`src/rtl/z3_out_neuron.sv`:
```
// Output-layer neuron: serial MAC of N_HIDDEN (z, w) beats plus bias, then
// round-half-up and saturate to a signed Q6.10 pre-activation with valid/ready.
module z3_out_neuron #(
  parameter int N_HIDDEN = 3,
  parameter int ACC_W    = 28
) (
  input  logic        clk,
  input  logic        reset,
  input  logic [7:0]  z_in,
  input  logic [15:0] w3,
  input  logic [15:0] b3,
  input  logic        z_valid,
  output logic        z_ready,
  output logic [15:0] y,
  output logic        y_valid,
  input  logic        y_ready,
  output logic        sat
);

  typedef enum logic [1:0] {IDLE, ACC, FINISH, HOLD} state_t;

  localparam logic signed [ACC_W-1:0] Y_MAX = ACC_W'(32767);
  localparam logic signed [ACC_W-1:0] Y_MIN = -ACC_W'(32768);
  localparam logic        [3:0]       LAST  = 4'(N_HIDDEN);

  state_t                    state;
  logic signed [ACC_W-1:0]   acc;
  logic        [3:0]         cnt;
  logic signed [24:0]        prod;
  logic signed [ACC_W-1:0]   prod_x;
  logic signed [ACC_W-1:0]   bias_x;
  logic signed [ACC_W-1:0]   rnd_sum;
  logic signed [ACC_W-1:0]   r;
  logic                      accept;

  // z is unsigned Q4.4, so a zero MSB keeps it positive in the signed multiply
  assign prod    = $signed({1'b0, z_in}) * $signed(w3);
  assign prod_x  = {{(ACC_W-25){prod[24]}}, prod};
  assign bias_x  = {{(ACC_W-20){b3[15]}}, b3, 4'b0000};
  assign rnd_sum = acc + ACC_W'(8);
  assign r       = rnd_sum >>> 4;
  assign accept  = z_valid & z_ready;

  always_ff @(posedge clk) begin
    if (!reset) begin
      state   <= IDLE;
      acc     <= '0;
      cnt     <= '0;
      y       <= '0;
      y_valid <= 1'b0;
      sat     <= 1'b0;
      z_ready <= 1'b1;
    end else begin
      case (state)
        IDLE: if (accept) begin
          acc <= bias_x + prod_x;
          cnt <= 4'd1;
          if (LAST == 4'd1) begin
            state   <= FINISH;
            z_ready <= 1'b0;
          end else begin
            state <= ACC;
          end
        end
        ACC: if (accept) begin
          acc <= acc + prod_x;
          cnt <= cnt + 4'd1;
          if (cnt + 4'd1 == LAST) begin
            state   <= FINISH;
            z_ready <= 1'b0;
          end
        end
        FINISH: begin
          if (r > Y_MAX) begin
            y   <= 16'h7FFF;
            sat <= 1'b1;
          end else if (r < Y_MIN) begin
            y   <= 16'h8000;
            sat <= 1'b1;
          end else begin
            y   <= r[15:0];
            sat <= 1'b0;
          end
          y_valid <= 1'b1;
          state   <= HOLD;
        end
        HOLD: if (y_ready) begin
          // y and sat are left as-is; only the valid drops
          y_valid <= 1'b0;
          z_ready <= 1'b1;
          acc     <= '0;
          cnt     <= '0;
          state   <= IDLE;
        end
        default: begin
          state   <= IDLE;
          z_ready <= 1'b1;
        end
      endcase
    end
  end

endmodule
```
`config.mk`:
```
export PLATFORM = sky130hd
export DESIGN_NAME = z3_out_neuron
export DESIGN_NICKNAME = d
export VERILOG_FILES = /design/src/rtl/z3_out_neuron.sv
export SDC_FILE = /design/constraint.sdc
export NUM_CORES = 1
export LEC_CHECK = 0
export CAP_MARGIN = 10
export CELL_PAD_IN_SITES_DETAIL_PLACEMENT = 2
export CELL_PAD_IN_SITES_GLOBAL_PLACEMENT = 2
export CORE_MARGIN = 1
export CORE_UTILIZATION = 38
export DETAILED_ROUTE_END_ITERATION = 7
export PLACE_DENSITY_LB_ADDON = 0.12
export SLEW_MARGIN = 15
export SYNTH_ARGS = -nofsm -noshare
export SYNTH_HDL_FRONTEND = slang
export SYNTH_SLANG_ARGS = --single-unit
```
`constraint.sdc`:
```
create_clock -name clk -period 10.13 [get_ports clk]
set_clock_uncertainty 0.2 [all_clocks]
set_input_delay 1.5195 -clock clk [delete_from_list [all_inputs] [get_ports clk]]
set_output_delay 1.5195 -clock clk [all_outputs]
set_load 0.02 [all_outputs]
```
==> run metrics <==
Async SR Flop Fraction 0%; Setup-failing EPs final 0; Max Cap Viol 0; PortBufs 62; Skew-Pair Late Insertion Delay roughly 310 ps; Seq/Total Area, Yosys 10.8%; die width roughly 160 um; most frequent cell after synthesis inv_1; core area 0.0253 mm^2; Starting Density about two fifths; Register Area approximately 0.0011 mm^2; EDFF count, synth 0; Worst EP required about 10,000 ps; CTS tree yes; WL final roughly 33,000 um; Mapped Area about 0.0098 mm^2; Residual DRC 0; Resized Gates After CTS 0; DR vias/cell 5.62; Detail Route Antenna Nets 0; Placer Congestion between 0.8 and 0.9; # nets final 1,508; H-tree levels 2; final hold vios 0; WP data arrival roughly 9000 ps; antenna violations before repair 0; Slowest Stage Delay on Critical Path around 900 ps; Top cell by count, worst path fa_1; global-route usage over all layers roughly a quarter; Synth cell types 66; clock slew seen by the registers of the worst setup and hold paths ~80 ps; Root Driver clkbuf_16; Mapped Avg Cell Area between 8 and 9 um^2; synthesized flop and latch total 53; P&R area growth vs syn 10.9%; number of diodes 0; outcome finished, final reports clean; die area between 0.02 and 0.03 mm^2; multi-input logic area 0.00794 mm^2; vias in the first global route between 9,000 and 10,000; # fillers 2,918; instance count of the mapped netlist 1,212; Max FO, Critical Path 16; slew margin rel. 44.5%; Synth area leader fa_1; die height roughly 160 um; DR vias 8,906; # rows just under 60; wire per inst approximately 21 um; iteration-0 DRC count of the detailed router about 320; RSZ-0062 raised after global routing no; Sink Count 53; First-pass DRT Iterations 4; io pins 63; global-route wire length before repair 53,200 um; crit path time final slightly above 9000 ps; Post-synth top cells inv_1, nand2_1, ha_1, fa_1, and2_1; hold crit path type reg -> reg; Post-CTS Setup Repair Bufs 0; global route overflow 0; worst-margin pin slew 830 ps; worst setup path class in -> reg; Worst path slowest cell clkdlybuf4s50_1; total CTS buffers 5; buffers from clock root to sink, at most 2; CP endpoint kind flip-flop; Yosys top cell area share between 20% and 30%; Synth area leaders fa_1, ha_1, dfxtp_1, inv_1, and2_1; Top FF cell, synth dfxtp_1; largest net degree at the start of global routing 39; final worst-path cycle share 90.5%; setup TNS 0 ps; fraction of layout cells with a size suffix above 1 ~3.7%; DP HPWL roughly 28,000 um; Final Max Tran Viols 0; Startpoint Class input pin; yosys warns 0; Fmax 109 MHz; syn_nets around 1,500; # hold bufs at CTS 0
-- kinds of logic (layout without fill, tap and decap cells) --
| group | Yosys count | in the layout | synth area share (%) |
|---|---|---|---|
| buffers and inverters | 209 | 253 | 8.46 |
| adder cells (fa/ha/maj) | 209 | 209 | 34.5 |
| multiplexers | 4 | 4 | 0.420 |
| XOR/XNOR | 71 | 71 | 6.47 |
| flip-flops | 53 | 53 | 10.8 |
| AO/OA/AOI/OAI | 284 | 284 | 19.3 |
| AND/OR/NAND/NOR | 382 | 382 | 20.0 |
-- layout make-up --
type | count | area share [%]
multi-input cells | 950 | 72.9
flip-flops and latches | 53 | 9.73
repair buffers | 69 | 6.17
inverters | 176 | 6.06
well taps | 330 | 3.79
clock buffers | 5 | 1.15
clock inverters | 3 | 0.230
-- cell usage in the layout, fill, tap and decap left out, types with 13 or more instances in the layout --
| cell | count |
|---|---|
| inv_1 | 175 |
| nand2_1 | 107 |
| ha_1 | 105 |
| fa_1 | 104 |
| and2_1 | 80 |
| nor2_1 | 73 |
| a21oi_1 | 70 |
| o21ai_0 | 65 |
| clkdlybuf4s50_1 | 62 |
| dfxtp_1 | 53 |
| xnor2_1 | 48 |
| nor3_1 | 23 |
| nand3_1 | 23 |
| xor2_1 | 22 |
| a21o_1 | 19 |
| o21a_1 | 19 |
| a221oi_1 | 17 |
| nand4_1 | 14 |
| o221a_2 | 14 |
| a211oi_1 | 13 |
-- through the flow --
| stage | std cells | utilization [%] | setup WS [ps] | hold slack, ps | instance area, um^2 |
|---|---|---|---|---|---|
| after floorplan | 1212 | - | 2460 | 277 | 9830 |
| after global placement | 1578 | 42.6 | 935 | 272 | 10800 |
| after detailed placement | 1578 | 42.6 | 683 | 290 | 10800 |
| after CTS | 1586 | 43.2 | 978 | 300 | 10900 |
| after global routing | 1586 | 43.2 | 523 | 312 | 10900 |
| final | 1586 | 43.2 | 965 | 293 | 10900 |
-- state kept, by name, summed over array words and instances, names as in the netlist --
register	flops
y	16
y_valid	1
acc	28
cnt	4
sat	1
state	2
z_ready	1
-- layer usage --
| layer | up-vias | routed length [um] | global-route usage [%] |
|---|---|---|---|
| met4 | 0 | 953 | 7.94 |
| met2 | 108 | 17300 | 48.6 |
| met3 | 35 | 645 | 1.83 |
| li1 | 4227 | - | - |
| met1 | 4536 | 13900 | 30.5 |
| met5 | - | 0 | 0 |
-- critical path, delay by kind of cell --
family	cells	cell delay, ps
xor+xnor	2	480
fa+ha+maj	6	2770
compound gates	10	2540
simple gates	4	800
buf+inv	3	1020
-- path summary, 6_finish.rpt --
check,endpoint,startpoint,cells past startpoint,slack [ps]
hold / removal,y[15],y[15],2,290
hold reg to reg,y[15],y[15],2,290
setup reg to reg,y[13],acc[3],9,6590
setup / recovery,acc[22],z_in[3],25,970
Power is not shown: default switching activity piles up to over one toggle a cycle in this logic, so the estimate is an artifact.
